## config.mk

```make
export PLATFORM = sky130hd
export DESIGN_NAME = if_fetch_stage
export DESIGN_NICKNAME = d
export VERILOG_FILES = /design/src/rtl/if_fetch_stage.sv
export SDC_FILE = /design/constraint.sdc
export NUM_CORES = 1
export LEC_CHECK = 0
export CAP_MARGIN = 5
export CORE_MARGIN = 1
export CORE_UTILIZATION = 60
export CTS_BUF_LIST = sky130_fd_sc_hd__clkbuf_4 sky130_fd_sc_hd__clkbuf_8
export DETAILED_ROUTE_END_ITERATION = 16
export DONT_BUFFER_PORTS = 1
export GPL_TIMING_DRIVEN = 0
export HOLD_SLACK_MARGIN = 0.06
export MAX_ROUTING_LAYER = met4
export PLACE_DENSITY = 0.76
export SYNTH_ARGS = -nofsm -noshare
export SYNTH_HDL_FRONTEND = slang
export SYNTH_SLANG_ARGS = --single-unit
```

## constraint.sdc

```tcl
create_clock -name clk -period 6.7 [get_ports clk]
set_input_delay 1.34 -clock clk [delete_from_list [all_inputs] [get_ports clk]]
set_output_delay 1.34 -clock clk [all_outputs]
set_load 0.01 [all_outputs]
```

## src/rtl/if_fetch_stage.sv

```systemverilog
// Instruction-fetch stage: owns the PC, drives a 1-cycle-latency instruction
// memory and registers the returned word into the IF/ID pipeline register.
module if_fetch_stage #(
    parameter logic [31:0] RESET_PC = 32'h0000_0000,
    parameter logic [31:0] NOP_WORD = 32'h0000_0000
) (
    input  logic        clk,
    input  logic        rst,
    input  logic        stall,
    input  logic        redirect,
    input  logic [31:0] redirect_pc,
    output logic [31:0] imem_addr,
    input  logic [31:0] imem_rdata,
    output logic [31:0] info,
    output logic [31:0] pc_plus4,
    output logic        valid,
    output logic        misaligned
);

    logic [31:0] pc_q, pc_d;
    logic [31:0] req_pc_q, req_pc_d;
    logic        req_valid_q, req_valid_d;
    logic [31:0] info_q, info_d;
    logic [31:0] pc_plus4_q, pc_plus4_d;
    logic        valid_q, valid_d;
    logic        misaligned_q, misaligned_d;
    logic [31:0] target_pc;

    assign target_pc = {redirect_pc[31:2], 2'b00};

    // While stalled the memory re-reads req_pc so its data is still on
    // imem_rdata when the stall lifts.
    always_comb begin
        if (redirect) begin
            imem_addr = target_pc;
        end else if (stall) begin
            imem_addr = req_pc_q;
        end else begin
            imem_addr = pc_q;
        end
    end

    always_comb begin
        pc_d         = pc_q;
        req_pc_d     = req_pc_q;
        req_valid_d  = req_valid_q;
        info_d       = info_q;
        pc_plus4_d   = pc_plus4_q;
        valid_d      = valid_q;
        misaligned_d = misaligned_q;

        if (redirect) begin
            valid_d     = 1'b0;
            info_d      = NOP_WORD;
            req_pc_d    = target_pc;
            req_valid_d = 1'b1;
            pc_d        = target_pc + 32'd4;
            if (redirect_pc[1:0] != 2'b00) begin
                misaligned_d = 1'b1;
            end
        end else if (!stall) begin
            info_d      = req_valid_q ? imem_rdata : NOP_WORD;
            pc_plus4_d  = req_pc_q + 32'd4;
            valid_d     = req_valid_q;
            req_pc_d    = pc_q;
            req_valid_d = 1'b1;
            pc_d        = pc_q + 32'd4;
        end
    end

    always_ff @(posedge clk) begin
        if (rst) begin
            pc_q         <= RESET_PC;
            req_pc_q     <= 32'h0000_0000;
            req_valid_q  <= 1'b0;
            info_q       <= NOP_WORD;
            pc_plus4_q   <= 32'h0000_0000;
            valid_q      <= 1'b0;
            misaligned_q <= 1'b0;
        end else begin
            pc_q         <= pc_d;
            req_pc_q     <= req_pc_d;
            req_valid_q  <= req_valid_d;
            info_q       <= info_d;
            pc_plus4_q   <= pc_plus4_d;
            valid_q      <= valid_d;
            misaligned_q <= misaligned_d;
        end
    end

    assign info       = info_q;
    assign pc_plus4   = pc_plus4_q;
    assign valid      = valid_q;
    assign misaligned = misaligned_q;

endmodule

```

* Word level (Yosys, flattened, before mapping)
Cells that the tools add are included.
** Storage, ports and cells
- Register bits after elaboration :: 131
- Input port bits :: 68
- Output and inout bits :: 98
- Logic and storage cells :: 24
** Operators by class
- Add/subtract/negate cells :: 3
- Equality and inequality tests :: 1
- Muxes and demuxes :: 7
- Bitwise gates (word level) :: 2
- Reductions and logical operators :: 4
** Operator list (number)
- two-way mux 32 bit :: 5
- adder 32 x 3 -> 32 bit (second input constant) :: 3
- AND reduction 2 bit :: 2
- two-way mux 1 bit :: 2
- != test 2 x 1 -> 1 bit (second input constant) :: 1
- NOT 1 bit :: 2
- nonzero test 2 bit :: 1
- OR reduction 2 bit :: 1

* Logic depth before layout (Yosys ltp)
- Word-level depth :: 3
- Mapped depth :: 14
- Mapped depth without buffers :: 9

* Worst setup path after synthesis
Ideal clock, no wire load.
- Path kind :: input to register
- Start point :: input port redirect
- End point :: register pc_q[30]
- Library setup time :: 0.136 ns
- Arrival :: 3.933 ns
- Required time :: 6.564 ns
- Setup slack :: 2.630 ns
- Cell stages on the path :: 14
- Path buffers :: 6
- Path through :: buf_2 buf_2 clkbuf_1 clkbuf_1 clkbuf_1 o21ai_0 ha_1 nand4b_1 a22oi_2 nand4_1 buf_2 nor3_2 xnor2_1 o22ai_1
** Between the ends
- Longest elaborated chain between the ends :: 1
- Elaborated cells on any way between the ends :: 2
- Those cells by class :: 1 x eq/ne; 1 x mux
** RTL lines
- from (decl) :: line 10 : input logic redirect,
- != test 2 x 1 -> 1 bit (no line) or two-way mux 32 bit (tied branches)
- to (signal assigned) :: line 81 : pc_q <= pc_d;
- to (decl) :: line 20 : logic [31:0] pc_q, pc_d;
Several ways; a longest one is shown, not always the timed one.
A chain may end at the register's enable or synchronous reset.

* Worst setup path after layout
Ends and elaborated chain as after synthesis.

==> results.sh <==
export IMPL_post_route_period_util_pct=70.4
export IMPL_grtUsageTotal_pct=35.0
export IMPL_ys_ff_latch=129
export IMPL_worst_pin_slew_ps=940
export IMPL_top_layer_used="met4"
export IMPL_numClockSinks=129
export IMPL_wl_met1_mm=7.90
export IMPL_layout_commonest_cell="dfxtp_1"
export IMPL_grt_pass1_wl_mm=29.7
export IMPL_core_area_sq_um=10500
export IMPL_wire_per_inst_um=19.8
export IMPL_htree_num_levels=4
export IMPL_fin_setup_tns_ps=0
export IMPL_outcome="finished, final reports clean"
export IMPL_fin_area_sq_um=7160
export IMPL_cts_tree="done"
export IMPL_place_gp_congestion=0.946
export IMPL_fillers=903
export IMPL_die_y_um=106
export IMPL_required_ps=7010
export IMPL_synth_area_sq_um=6540
export IMPL_min_from="req_valid_q"
export IMPL_crit_type="primary input to flip-flop"
export IMPL_antennaDiodeCount=0
export IMPL_holdBufCountCts=0
export IMPL_syn_nets=860
export IMPL_crit_path_max_fanout=10
export IMPL_cts_buffer_depth=2
export IMPL_endpoint_kind="flip-flop"
export IMPL_synthArstFlopShare_pct=0
export IMPL_post_cts_setup_buffer_count=0
export IMPL_dr_total_vias=5983
export IMPL_avgSynthCellArea_sq_um=8.28
export IMPL_rows=37
export IMPL_drt_total_wl_mm=18.9
export IMPL_cp_startpoint="redirect"
export IMPL_die_x_um=106
export IMPL_cts_root_buf="clkbuf_8"
export IMPL_worstPathArrival_ps=5030
export IMPL_syn_to_final_growth_pct=9.50
export IMPL_hold_viol_final=0
export IMPL_detail_route_antenna_nets=0
export IMPL_clkTransAtPathRegs_ps=80
export IMPL_drtIter0Drc=510
export IMPL_start_util_pct=62.5
export IMPL_io_buffers=0
export IMPL_rsz0062_at_grt="no"
export IMPL_r2r_start="pc_q[3]"
export IMPL_final_cell_mix="129 x dfxtp_1, 109 x nor2_1, 75 x nand2_1"
export IMPL_placed_area_sq_um=6710
export IMPL_nNetsFinal=879
export IMPL_vdd_drop_max_mv=0.155
export IMPL_drive_above_1_share_pct=6.81
export IMPL_fin_crit_ps=4720
export IMPL_yosys_warnings=0
export IMPL_cts_inserted_buffers=17
export IMPL_synthCells=790
export IMPL_synth_distinct_cells=45
export IMPL_ioPinCount=166
export IMPL_slew_violations=0
export IMPL_first_global_vias=5813
export IMPL_overflow=0
export IMPL_finalSetupViolations=0
export IMPL_grt_max_degree=17
export IMPL_cts_resized=0
export IMPL_vias_per_cell=6.25
export IMPL_drc=0
export IMPL_drt_pass1_iter_count=8
export IMPL_leakagePower_nw=2.43
export IMPL_dp_cells=926
export IMPL_finClkSkew_ps=5.12
export IMPL_hp_class="flip-flop to flip-flop"
export IMPL_die_area_sq_um=11300
export IMPL_power_density_nw_per_um2=253
export IMPL_clock_fmax_mhz=212
export IMPL_max_cap_violations=0
export IMPL_route_met2_wl_mm=8.75
export IMPL_stdcell_count=958
export IMPL_dr_wl_met3_mm=1.89
export IMPL_startpoint_type="primary input"
export IMPL_yosysSeqAreaShare_pct=39.5
export IMPL_slew_headroom_pct=37.4
export IMPL_antenna_found_initial=0
export IMPL_dpl_hpwl_mm=14.2
export IMPL_synth_edf_count=0
export IMPL_clk_latency_ps=460
export IMPL_ys_flop_type="dfxtp_1"
## worst paths after layout
path | endpoint | slack (ps) | depth (start not counted)
hold reg to reg | req_valid_q | 470 | 2
hold / removal | req_valid_q | 470 | 2
setup reg to reg | pc_q[30] | 3910 | 10
setup / recovery | pc_q[30] | 1980 | 13
## synth_stat cells, types with 11 or more instances
| library cell | instances | area, sq um |
|---|---|---|
| nor2b_1 | 31 | 194 |
| clkbuf_1 | 43 | 161 |
| a211oi_1 | 39 | 293 |
| inv_1 | 11 | 41.3 |
| mux2i_1 | 29 | 290 |
| o21ai_0 | 38 | 190 |
| nand2_1 | 75 | 282 |
| nand4_1 | 16 | 100 |
| nand3_1 | 38 | 190 |
| nor3_1 | 13 | 65.1 |
| xnor2_1 | 52 | 455 |
| xor2_1 | 26 | 228 |
| a21oi_1 | 12 | 60.1 |
| o22ai_1 | 11 | 68.8 |
| a22oi_1 | 38 | 285 |
| nor2_1 | 109 | 409 |
| dfxtp_1 | 129 | 2580 |
## worst max-delay path, stage by stage
cell and delay [ps]:
buf_2 170, buf_2 270, clkbuf_1 430, clkbuf_1 530, mux2_2 270, ha_1 230
nand4b_1 180, a22oi_2 520, nand4_1 320, buf_2 310, nor3_2 220, xnor2_1 150
o22ai_1 90
## where the power goes
group          internal, mW  total (mW)  switching (mW)
combinational        0.0754       0.194           0.118
sequential            0.806       0.860          0.0539
clock                 0.421       0.759           0.338
## per-layer routing
layer,vias up,track usage (%)
met1,2822,44.6
met5,-,-
met4,0,12.6
met2,310,54.7
li1,2809,-
met3,42,7.79
## cell type report
class | instances | area, sq um | area share, %
Buffer | 55 | 225 | 3.14
Clock buffer | 18 | 248 | 3.46
Clock inverter | 14 | 204 | 2.85
Inverter | 11 | 41.3 | 0.576
Multi-Input combinational cell | 595 | 3690 | 51.6
Sequential cell | 129 | 2580 | 36.0
Tap cell | 136 | 170 | 2.38
## flip-flops by register name (all words and copies together) (netlist names)
register	cells
info	32
misaligned	1
pc_plus4	32
pc_q	30
req_pc_q	32
req_valid_q	1
valid	1
## metrics by stage
| step | utilization (%) | hold WS (ps) | power (mW) | setup slack, ps |
|---|---|---|---|---|
| CTS | 68.5 | 464 | 1.81 | 2110 |
| detailed placement | 64.2 | 453 | 1.07 | 1630 |
| global placement | 64.2 | 446 | 1.06 | 1690 |
| finish | 68.5 | 473 | 1.81 | 1980 |
| floorplan | - | 432 | 1.01 | 2630 |
| global route | 68.5 | 495 | 1.88 | 1760 |
## cells by family after synthesis
group / share of synthesized area [%]
mux: 5.13
flops: 39.5
buf+inv: 4.07
fa+ha+maj: 0.382
compound gates: 15.9
xor+xnor: 10.4
simple gates: 24.6
Power figures use the tool's default switching activity.
